===== src/rtl/cache_fill_if.sv =====
// Miss-handler bus: cache miss request, main-memory read/return path and cache array writes.
// Modport slave belongs to the fill FSM; modport master is the surrounding cache/memory side.
interface cache_fill_if;
    logic        miss_detected;
    logic [15:0] miss_address;
    logic        memory_data_valid;
    logic [15:0] memory_data;
    logic        fsm_busy;
    logic        mem_read_en;
    logic [15:0] memory_address;
    logic        write_data_array;
    logic        write_tag_array;
    logic [15:0] cache_address;
    logic [15:0] cache_data;

    modport slave (
        input  miss_detected, miss_address, memory_data_valid, memory_data,
        output fsm_busy, mem_read_en, memory_address,
               write_data_array, write_tag_array, cache_address, cache_data
    );

    modport master (
        output miss_detected, miss_address, memory_data_valid, memory_data,
        input  fsm_busy, mem_read_en, memory_address,
               write_data_array, write_tag_array, cache_address, cache_data
    );
endinterface


===== src/rtl/cache_fill_fsm.sv =====
// Cache miss handler: streams one 8-word block from pipelined memory into the data array,
// then writes the tag. Handshake: mem_read_en is a one-cycle request with no ready; each
// memory_data_valid carries the oldest outstanding word and is consumed in that same cycle.
module cache_fill_fsm #(
    parameter int WORDS_PER_BLOCK = 8
) (
    input  logic        clk,
    input  logic        rst_n,
    cache_fill_if.slave bus,
    output logic [1:0]  fsm_state
);

    typedef enum logic [1:0] {
        IDLE = 2'd0,
        FILL = 2'd1,
        TAG  = 2'd2
    } state_e;

    localparam logic [3:0] N_WORDS   = 4'(WORDS_PER_BLOCK);
    localparam logic [3:0] LAST_WORD = 4'(WORDS_PER_BLOCK - 1);

    state_e      state;
    logic [15:0] base;
    logic [3:0]  issue_cnt;
    logic [3:0]  recv_cnt;
    logic [3:0]  issue_nxt;
    logic        busy_q;
    logic        rd_en_q;
    logic        tag_q;
    logic [15:0] mem_addr_q;

    assign issue_nxt = issue_cnt + 4'd1;

    // Read-side outputs are registered as next-cycle values so the first read leaves
    // in the cycle right after the miss is sampled.
    always_ff @(posedge clk or negedge rst_n) begin
        if (!rst_n) begin
            state      <= IDLE;
            base       <= 16'h0000;
            issue_cnt  <= 4'd0;
            recv_cnt   <= 4'd0;
            busy_q     <= 1'b0;
            rd_en_q    <= 1'b0;
            tag_q      <= 1'b0;
            mem_addr_q <= 16'h0000;
        end else begin
            case (state)
                IDLE: begin
                    if (bus.miss_detected) begin
                        state      <= FILL;
                        base       <= bus.miss_address & 16'hFFF0;
                        issue_cnt  <= 4'd0;
                        recv_cnt   <= 4'd0;
                        busy_q     <= 1'b1;
                        rd_en_q    <= 1'b1;
                        mem_addr_q <= bus.miss_address & 16'hFFF0;
                    end
                end
                FILL: begin
                    if (rd_en_q) begin
                        issue_cnt  <= issue_nxt;
                        rd_en_q    <= (issue_nxt < N_WORDS);
                        // Offset wraps to zero once all reads are out, leaving the base.
                        mem_addr_q <= {base[15:4], issue_nxt[2:0], 1'b0};
                    end
                    if (bus.memory_data_valid) begin
                        recv_cnt <= recv_cnt + 4'd1;
                        if (recv_cnt == LAST_WORD) begin
                            state      <= TAG;
                            tag_q      <= 1'b1;
                            rd_en_q    <= 1'b0;
                            mem_addr_q <= base;
                        end
                    end
                end
                TAG: begin
                    state      <= IDLE;
                    busy_q     <= 1'b0;
                    tag_q      <= 1'b0;
                    mem_addr_q <= 16'h0000;
                end
                default: begin
                    state <= IDLE;
                end
            endcase
        end
    end

    assign bus.fsm_busy        = busy_q;
    assign bus.mem_read_en     = rd_en_q;
    assign bus.memory_address  = mem_addr_q;
    assign bus.write_tag_array = tag_q;
    assign fsm_state           = state;

    // Returned words go straight into the data array in the cycle they arrive.
    always_comb begin
        bus.write_data_array = 1'b0;
        bus.cache_data       = 16'h0000;
        bus.cache_address    = 16'h0000;
        case (state)
            FILL: begin
                bus.cache_address = {base[15:4], recv_cnt[2:0], 1'b0};
                if (bus.memory_data_valid) begin
                    bus.write_data_array = 1'b1;
                    bus.cache_data       = bus.memory_data;
                end
            end
            TAG: begin
                bus.cache_address = base;
            end
            default: begin
                bus.cache_address = 16'h0000;
            end
        endcase
    end

endmodule


===== src/flat_wrapper.sv =====
// flat-port wrapper written by rule: the top's interface ports become plain ports
module cache_fill_fsm_flat 
#(
    parameter int WORDS_PER_BLOCK = 8
)
  (clk, rst_n, fsm_state, bus_miss_detected, bus_miss_address, bus_memory_data_valid, bus_memory_data, bus_fsm_busy, bus_mem_read_en, bus_memory_address, bus_write_data_array, bus_write_tag_array, bus_cache_address, bus_cache_data);
  cache_fill_if bus_i ();
  input  logic clk;
  input  logic rst_n;
  output logic [1:0] fsm_state;
  input wire logic [$bits(bus_i.miss_detected)-1:0] bus_miss_detected;
  input wire logic [$bits(bus_i.miss_address)-1:0] bus_miss_address;
  input wire logic [$bits(bus_i.memory_data_valid)-1:0] bus_memory_data_valid;
  input wire logic [$bits(bus_i.memory_data)-1:0] bus_memory_data;
  output wire logic [$bits(bus_i.fsm_busy)-1:0] bus_fsm_busy;
  output wire logic [$bits(bus_i.mem_read_en)-1:0] bus_mem_read_en;
  output wire logic [$bits(bus_i.memory_address)-1:0] bus_memory_address;
  output wire logic [$bits(bus_i.write_data_array)-1:0] bus_write_data_array;
  output wire logic [$bits(bus_i.write_tag_array)-1:0] bus_write_tag_array;
  output wire logic [$bits(bus_i.cache_address)-1:0] bus_cache_address;
  output wire logic [$bits(bus_i.cache_data)-1:0] bus_cache_data;
  assign bus_i.miss_detected = bus_miss_detected;
  assign bus_i.miss_address = bus_miss_address;
  assign bus_i.memory_data_valid = bus_memory_data_valid;
  assign bus_i.memory_data = bus_memory_data;
  assign bus_fsm_busy = bus_i.fsm_busy;
  assign bus_mem_read_en = bus_i.mem_read_en;
  assign bus_memory_address = bus_i.memory_address;
  assign bus_write_data_array = bus_i.write_data_array;
  assign bus_write_tag_array = bus_i.write_tag_array;
  assign bus_cache_address = bus_i.cache_address;
  assign bus_cache_data = bus_i.cache_data;
  cache_fill_fsm #(.WORDS_PER_BLOCK(WORDS_PER_BLOCK)) u_core (.clk(clk), .rst_n(rst_n), .bus(bus_i), .fsm_state(fsm_state));
endmodule

===== config.mk =====
export PLATFORM = sky130hd
export DESIGN_NAME = cache_fill_fsm_flat
export DESIGN_NICKNAME = d
export VERILOG_FILES = /design/src/rtl/cache_fill_if.sv /design/src/rtl/cache_fill_fsm.sv /design/src/flat_wrapper.sv
export SDC_FILE = /design/constraint.sdc
export NUM_CORES = 1
export LEC_CHECK = 0
export CAP_MARGIN = 20
export CORE_MARGIN = 3
export CORE_UTILIZATION = 43
export DETAILED_ROUTE_END_ITERATION = 10
export PLACE_DENSITY = 0.78
export SLEW_MARGIN = 20
export SYNTH_ARGS = -nofsm -noshare
export SYNTH_HDL_FRONTEND = slang
export SYNTH_SLANG_ARGS = --single-unit

===== constraint.sdc =====
create_clock -name clk -period 1.8 [get_ports clk]
set_input_delay 0.36 -clock clk [delete_from_list [all_inputs] [get_ports clk]]
set_output_delay 0.36 -clock clk [all_outputs]
set_load 0.02 [all_outputs]

==> key figures, run 1 <==
Run status
  – Failing checks: negative setup slack
  – Status: complete, but fails checks

Final layout
  – Number of diodes: 0
  – Seq. cell area: 1030 µm²
  – Design Area, Final: 3500 µm²
  – Share of cells above drive strength 1: 0.369
  – Area taken by multi-input logic gates: 1130 µm²
  – Nets@finish: 346
  – # fillers: 341
  – Area delta synth->final: 61.7%
  – Final Util: 0.730

STA
  – Final setup fails: 22
  – Max Slew Vio Count: 0
  – Peak Freq: 0.511 GHz
  – Final hold vios: 0
  – Period Utilization, post-route: 1.09
  – Final WS setup: -0.158 ns
  – Period minus WS final: 1.96 ns
  – Worst-Margin Slew: 0.560 ns
  – Max-Slew Margin vs Limit: 0.627
  – Clock Skew: 0.00903 ns
  – RSZ-0062 raised after global routing: true

Floorplan
  – Die span in x: 76.9 µm
  – Die H: 76.9 µm
  – Starting density of the core: 0.452
  – Core Area: 4790 µm²
  – Row count: 25
  – Die Area: 5920 µm²
  – I/O pin count: 90

Critical path
  – R2R setup slack: -0.03 ns
  – Setup crit end kind: output pin
  – Setup CP Type: flip-flop to output pin
  – FF-to-FF Start: u_core.fsm_state[1]
  – Crit path max fanout: 6
  – Crit path DAT: 1.60 ns
  – Worst Setup EP: bus_cache_address[10]
  – Crit path from: u_core.fsm_state[0]
  – R2R Path End: u_core.bus.memory_address[5]
  – R2R depth: 8
  – Critical path startpoint category: flip-flop
  – WP data required: 1.44 ns

Route
  – WL final: 5810 µm
  – Routed Antenna Nets: 0
  – Via Count: 1977
  – Drt initial violations: 109
  – DRT Pass-1 Iters: 4
  – Vias per std cell: 5.30
  – DRC Markers: 0
  – Wirelength per Cell: 15.6 µm

Synthesis
  – Distinct cells, synth: 37
  – Ys async rst share: 1.00
  – Share of the synthesized area in the top cell type: 0.475
  – Avg Cell Area, Syn: 10.7 µm²
  – Ys Warns: 0
  – Yosys top cell by area: dfrtp_1
  – FF+latch count, synth: 41
  – Area contributors post-synth: dfrtp_1, mux2_2, a221o_1
  – Synthesized area: 2160 µm²
  – Sequential area share after synthesis: 0.475
  – Synth Flop Type: dfrtp_1
  – Post-Syn Instances: 202
  – Synth cell count leaders: dfrtp_1, and3_1, and2_1, mux2_2, nor2b_1
  – Post-synth EDFFs: 0
  – Syn Nets: 243
  – Count leader, synth: dfrtp_1

Place
  – PortBufs: 84
  – Routability congestion estimate from global placement: 0.804
  – Post-DP Area: 3220 µm²
  – Final HPWL DP: 4010 µm

Hold path
  – Hold crit path type: primary input to async pin

Clocking
  – Clk sink count: 41
  – Worst skew pair latency: 0.30 ns
  – Max clock buf depth: 2
  – H-tree Lvls: 2
  – Cts bufs inserted: 5
  – CTS tree: done
  – Worst-path clk slew: 0.08 ns
  – Clock root cell: clkbuf_8

Global route
  – Vias in the first global route: 2031
  – First-pass GRT wire length: 9780 µm
  – Grt total ovfl: 0
  – Largest net degree at the start of global routing: 25
  – Initial antenna violation count: 0
  – Total track usage: 0.203

Power and ir drop
  – Leakage: 1.65 nW
  – Max IR drop VDD: 0.000689 V
  – Power Density: 1530 nW/µm²

Run
  – Max-Cap Viols: 0
-- cells in the final DEF (no fill, tap or decap), drive strengths merged, types with 3 or more instances in the layout --
master	instances
a21o	4
a21oi	8
a221o	12
a22o	11
and2	16
and3	16
buf	59
clkbuf	6
clkdlybuf4s50	48
dfrtp	41
dlygate4sd2	3
ha	5
inv	6
mux2	13
nand2	6
nand3	6
nor2	6
nor2b	13
nor3	4
o21ai	5
-- flip-flops by register name, indices dropped and copies added, names as in the netlist --
signal                      count
u_core.base                    12
u_core.bus.fsm_busy             1
u_core.bus.mem_read_en          1
u_core.bus.memory_address      16
u_core.bus.write_tag_array      1
u_core.fsm_state                2
u_core.issue_cnt                4
u_core.recv_cnt                 4
-- through the flow --
step                      setup slack (ns)  power (mW)  std cells  TNS [ns]  hold slack [ns]
after floorplan                     0.0114        3.18        202         0           0.0644
after global placement              -0.357        4.24        360    -15.18            0.310
after detailed placement            -0.381        4.31        360    -16.51            0.311
after CTS                           -0.248        5.31        373     -5.29            0.513
after global routing                -0.207        5.70        373     -4.00            0.533
final                               -0.158        5.36        373     -1.83            0.507
-- per-layer routing --
layer	wire length [µm]	vias up	track usage
li1	-	936	-
met1	2380	954	0.260
met2	2880	81	0.337
met3	489	6	0.0575
met4	60	0	0.0525
met5	0	-	0
-- worst min path at each step --
stage,to
3_3_place_gp,u_core.bus.memory_address[9]
6_report,u_core.bus.memory_address[0]
5_1_grt,u_core.bus.memory_address[0]
3_5_place_dp,u_core.bus.memory_address[0]
4_1_cts,u_core.bus.memory_address[0]
2_1_floorplan,u_core.base[10]
-- area by class of cell --
type	count	area share
Multi-Input combinational cell	140	0.324
Timing Repair Buffer	111	0.323
Sequential cell	41	0.294
Tap cell	67	0.0240
Clock buffer	6	0.0236
Inverter	6	0.00787
Clock inverter	2	0.00394
-- power by group --
group	switching, mW	total, mW	internal [mW]
clock network	0.322	0.633	0.311
logic	1.47	3.17	1.70
registers	0.293	1.56	1.27
total	2.09	5.36	3.28
-- worst max-delay path: stages, from the launching register on --
cell and delay [ns]:
dfrtp_2 0.45, inv_4 0.10, ha_4 0.21, o21a_4 0.14
buf_6 0.14, and2_4 0.16, buf_6 0.12
-- cells by family (layout without fill, tap and decap cells) --
logic type,count (synthesis),after routing,share of synthesized area
compound gates,44,45,0.165
xor+xnor,2,2,0.00810
fa+ha+maj,5,5,0.0289
buf+inv,22,125,0.0527
flops,41,41,0.475
mux,13,13,0.0677
other cells,1,1,0.00173
simple gates,74,74,0.201
-- what timing repair did --
action / CTS / global route
hold buffers: 1 / 0
setup buffers: 3 / 1
endpoints found under the setup margin: 57 / 48
hold endpoints to repair: 17 / 0
gates cloned: 2 / 0
pin swaps: 13 / 5
gates resized for setup: 165 / 61
No activity file was read; power rests on OpenSTA's default activity.
==> inputs of run 2 (changes only) <==
CAP_MARGIN = 10   (was 20)
SKIP_CTS_REPAIR_TIMING = 1   (was unset)
==> run 2 against run 1 <==
Compared with the run above:
- the run still ends with negative setup slack left
- cell count is 0.27% lower
- non-clock buffer count down 1
- critical path depth stayed put
==> key figures, run 2 (same netlist as run 1, synthesis figures left out) <==
Floorplan
  – I/O pin count: 90
  – Die H: 76.9 µm
  – Die span in x: 76.9 µm
  – Core Area: 4790 µm²
  – Row count: 25
  – Starting density of the core: 0.452
  – Die Area: 5920 µm²

STA
  – Final setup fails: 43
  – Final hold vios: 0
  – Max Slew Vio Count: 0
  – Worst Hold Slack: 0.508 ns
  – Worst-Margin Slew: 0.555 ns
  – Peak Freq: 0.507 GHz
  – Period Utilization, post-route: 1.10
  – Post-Route Setup TNS: -2.64 ns
  – RSZ-0062 raised after global routing: true
  – Max-Slew Margin vs Limit: 0.630
  – Period minus WS final: 1.97 ns
  – Clock Skew: 0.0122 ns
  – Final WS setup: -0.172 ns

Final layout
  – Most frequent cells in the layout: clkdlybuf4s50_1, dfrtp_1, clkbuf_2
  – Max reg flops: 16
  – Final Util: 0.707
  – Design Area, Final: 3380 µm²
  – Area delta synth->final: 56.5%
  – Number of diodes: 0
  – Nets@finish: 345
  – Commonest non-fill, non-tap cell in the layout: clkdlybuf4s50_1
  – Share of cells above drive strength 1: 0.361

Place
  – Routability congestion estimate from global placement: 0.804
  – Post-DP Area: 3220 µm²
  – Final HPWL DP: 4010 µm
  – PortBufs: 84
  – Pre-CTS setup slack: -0.381 ns

Critical path
  – Crit path DAT: 1.61 ns
  – Setup crit end kind: output pin
  – Setup CP Type: flip-flop to output pin
  – Critical path startpoint category: flip-flop
  – Crit path max fanout: 6
  – WP data required: 1.44 ns

Run
  – Max-Cap Viols: 0

Clocking
  – Clk sink count: 41
  – Max clock buf depth: 2
  – Cts bufs inserted: 5
  – H-tree Lvls: 2
  – CTS tree: done
  – Worst-path clk slew: 0.08 ns
  – Worst skew pair latency: 0.30 ns
  – Clock root cell: clkbuf_8

Route
  – DRT Pass-1 Iters: 4
  – Drt initial violations: 111
  – WL final: 5950 µm
  – Via Count: 1972
  – Routed Antenna Nets: 0
  – Wirelength per Cell: 16.0 µm
  – Vias per std cell: 5.30
  – DRC Markers: 0

Global route
  – Grt total ovfl: 0
  – First-pass GRT wire length: 9040 µm
  – Initial antenna violation count: 0
  – Vias in the first global route: 1938
  – Total track usage: 0.187
  – Largest net degree at the start of global routing: 25

Power and ir drop
  – Power Density: 1550 nW/µm²
  – Max IR drop VDD: 0.000722 V
  – Leakage: 1.64 nW

Run status
  – Failing checks: negative setup slack
  – Status: complete, but fails checks

Hold path
  – Hold crit path type: flip-flop to flip-flop
run 2: changes by cell type in the layout (fill, tap and decap cells not counted):
| cell | delta |
|---|---|
| clkbuf_16 | +1 |
| dlymetal6s2s_1 | +3 |
| dfrtp_2 | +1 |
| buf_12 | -1 |
| buf_6 | -14 |
| buf_4 | -7 |
| nor2b_2 | -3 |
| nor2b_1 | +3 |
| buf_16 | -1 |
| dfrtp_1 | -1 |
| buf_8 | +1 |
| clkbuf_2 | +20 |
| dlygate4sd2_1 | -3 |
run 2: stage by stage:
stage | power [mW] | instances
2_1_floorplan | 3.18 | 202
3_3_place_gp | 4.24 | 360
3_5_place_dp | 4.31 | 360
4_1_cts | 4.97 | 368
5_1_grt | 5.57 | 372
6_report | 5.24 | 372
run 2: layout make-up:
type                       instances  area (µm²)
clock buffer                       6        82.6
inverter                           6        27.5
multi-input combinational        140        1120
clock inverter                     2        13.8
timing repair buffer             110        1020
fill                             355        1400
sequential                        41        1030
tap                               67        83.8
run 2: where the power goes:
group          internal, mW  switching, mW  total [mW]
registers              1.27          0.302        1.57
logic                  1.58           1.45        3.03
clock network         0.311          0.329       0.640
total                  3.16           2.08        5.24
run 2: worst max-delay path, stage by stage (launching register included):
cell and delay, ns:
dfrtp_2 0.45, inv_4 0.09, ha_4 0.21, o21a_4 0.13, clkbuf_16 0.15, and2_4 0.15
buf_6 0.12
run 2: routing by layer:
metal  vias to the layer above  wire length [µm]  GRT usage
li1                        932                 -          -
met1                       963              2530      0.231
met2                        73              3010      0.319
met3                         4               361     0.0540
met4                         0                47     0.0507
met5                         -                 0          0
run 2: path summary, 6_finish.rpt:
path                                               from                           end  slack (ns)  cells past startpoint
max                                 u_core.fsm_state[1]          bus_cache_address[6]       -0.17                      6
min                        u_core.bus.memory_address[2]  u_core.bus.memory_address[2]        0.51                      1
max reg2reg                         u_core.fsm_state[1]  u_core.bus.memory_address[8]       -0.03                      8
min reg2reg                u_core.bus.memory_address[2]  u_core.bus.memory_address[2]        0.51                      1
max in group asynchronous                         rst_n           u_core.fsm_state[1]        0.73                      3
min in group asynchronous                         rst_n  u_core.bus.memory_address[0]        0.52                      2
==> inputs of run 3 (changes only) <==
--- a/config.mk
+++ b/config.mk
@@ -10,4 +10,5 @@
 export CORE_UTILIZATION = 43
 export DETAILED_ROUTE_END_ITERATION = 10
+export HOLD_SLACK_MARGIN = 0.06
 export PLACE_DENSITY = 0.78
 export SKIP_CTS_REPAIR_TIMING = 1
==> constraint.sdc (replaced) <==
create_clock -name clk -period 1.8 [get_ports clk]
set_input_delay 0.36 -clock clk [delete_from_list [all_inputs] [get_ports clk]]
set_output_delay 0.36 -clock clk [all_outputs]
set_load 0.01 [all_outputs]
==> run 3 against run 2 <==
Compared with the run above:
- the run still ends with negative setup slack left
- clock skew fell by 0.0052 ns
- worst setup slack worse by 0.12 ns
- hold slack lost 0.0047 ns
- highest routed layer unchanged
- clock power rose by 20%
==> key figures, run 3 (same netlist as run 1, synthesis figures left out) <==
Critical path
  – CP peak stage delay: 0.42 ns
  – Most used cell along the critical path: buf_6
  – Setup crit end kind: output pin
  – Crit path DAT: 1.73 ns
  – Crit-path cells: buf_6 -> ha_4 -> o21a_1 -> buf_6 -> buf_12 -> and2_4 -> buf_6
  – WP data required: 1.44 ns
  – Crit path max fanout: 8
  – Worst path bufs/invs: 4
  – Setup CP Type: flip-flop to output pin
  – Critical path startpoint category: flip-flop
  – Crit path max-delay family: buffers and inverters
  – Slowest-stage cell, CP: dfrtp_1

Global route
  – First-pass GRT wire length: 9260 µm
  – Initial antenna violation count: 0
  – Grt total ovfl: 0
  – Vias in the first global route: 2043
  – Largest net degree at the start of global routing: 42
  – Total track usage: 0.194

Floorplan
  – Die span in x: 76.9 µm
  – Die H: 76.9 µm
  – Starting density of the core: 0.452
  – Die Area: 5920 µm²
  – Row count: 25
  – Core Area: 4790 µm²
  – I/O pin count: 90

Hold path
  – Hold crit path type: flip-flop to flip-flop

Place
  – Final HPWL DP: 4090 µm
  – Post-DP Area: 3200 µm²
  – Routability congestion estimate from global placement: 0.755
  – PortBufs: 84

STA
  – Final setup fails: 12
  – Worst Hold Slack: 0.503 ns
  – Period Utilization, post-route: 1.16
  – Clock Skew: 0.00698 ns
  – RSZ-0062 raised after global routing: true
  – Final hold vios: 0
  – Max-Slew Margin vs Limit: 0.617
  – Final WS setup: -0.293 ns
  – Worst-Margin Slew: 0.574 ns
  – Period minus WS final: 2.09 ns
  – Peak Freq: 0.478 GHz
  – Max Slew Vio Count: 0

Run status
  – Status: complete, but fails checks
  – Failing checks: negative setup slack

Final layout
  – Seq. cell area: 1030 µm²
  – Area delta synth->final: 56.1%
  – # fillers: 348
  – Most frequent cells in the layout: clkdlybuf4s50_1, dfrtp_1, clkbuf_2, buf_4
  – Share of cells above drive strength 1: 0.346
  – Number of diodes: 0
  – Max reg flops: 16
  – Design Area, Final: 3370 µm²
  – Commonest non-fill, non-tap cell in the layout: clkdlybuf4s50_1
  – Area taken by multi-input logic gates: 1100 µm²
  – Nets@finish: 346

Power and ir drop
  – Power Density: 1530 nW/µm²
  – Leakage: 1.62 nW
  – Max IR drop VDD: 0.000765 V

Route
  – DRT Pass-1 Iters: 4
  – Routed Antenna Nets: 0
  – WL final: 6180 µm
  – Vias per std cell: 5.42
  – Wirelength per Cell: 16.6 µm
  – Drt initial violations: 159
  – Via Count: 2020
  – DRC Markers: 0

Clocking
  – Clk sink count: 41
  – Clock root cell: clkbuf_8
  – Cts bufs inserted: 5
  – Worst skew pair latency: 0.30 ns
  – CTS tree: done
  – Worst-path clk slew: 0.07 ns
  – Max clock buf depth: 2
  – H-tree Lvls: 2

Run
  – Max-Cap Viols: 0
## run 3: changes by cell type in the layout (fill, tap and decap cells not counted), sizes merged
cell	before	now
buf	37	41
clkdlybuf4s50	48	51
dlymetal6s2s	3	0
clkbuf	27	25
clkinv	2	0
bufinv	0	1
## run 3: worst paths after layout
path                                                   start                             to  slack (ns)  cells after the start
worst max-delay path                     u_core.fsm_state[0]           bus_cache_address[6]       -0.29                      7
worst min-delay path            u_core.bus.memory_address[2]   u_core.bus.memory_address[2]        0.50                      1
worst max register to register           u_core.fsm_state[1]  u_core.bus.memory_address[15]        0.03                      7
worst min register to register  u_core.bus.memory_address[2]   u_core.bus.memory_address[2]        0.50                      1
max in group asynchronous                              rst_n            u_core.issue_cnt[2]        1.03                      3
min in group asynchronous                              rst_n                u_core.base[14]        0.56                      3
## run 3: power by group
part / internal, mW / leakage, nW / switching (mW)
registers: 1.27 / 0.509 / 0.300
clock network: 0.452 / 0.0585 / 0.314
logic: 1.60 / 1.05 / 1.24
total: 3.32 / 1.62 / 1.85
## run 3: per-stage QoR
stage | total power, mW | util | setup WS, ns | std cells | TNS, ns
2_1_floorplan | 2.92 | - | 0.0465 | 202 | 0
3_3_place_gp | 3.98 | 0.669 | -0.272 | 360 | -12.19
3_5_place_dp | 4.07 | 0.669 | -0.327 | 360 | -13.49
4_1_cts | 4.85 | 0.693 | -0.648 | 368 | -18.50
5_1_grt | 5.47 | 0.705 | -0.358 | 373 | -5.40
6_report | 5.17 | 0.705 | -0.293 | 373 | -3.28
## run 3: area by class of cell
type,instances,area share
Clock buffer,7,0.0256
Timing Repair Buffer,111,0.303
Multi-Input combinational cell,140,0.327
Clock inverter,1,0.00890
Sequential cell,41,0.304
Inverter,6,0.00667
Tap cell,67,0.0248
## run 3: per-layer routing
metal | global-route usage | wire length (µm)
met1 | 0.232 | 2520
met2 | 0.336 | 3150
met3 | 0.0610 | 432
met4 | 0.0543 | 70
met5 | 0 | 0
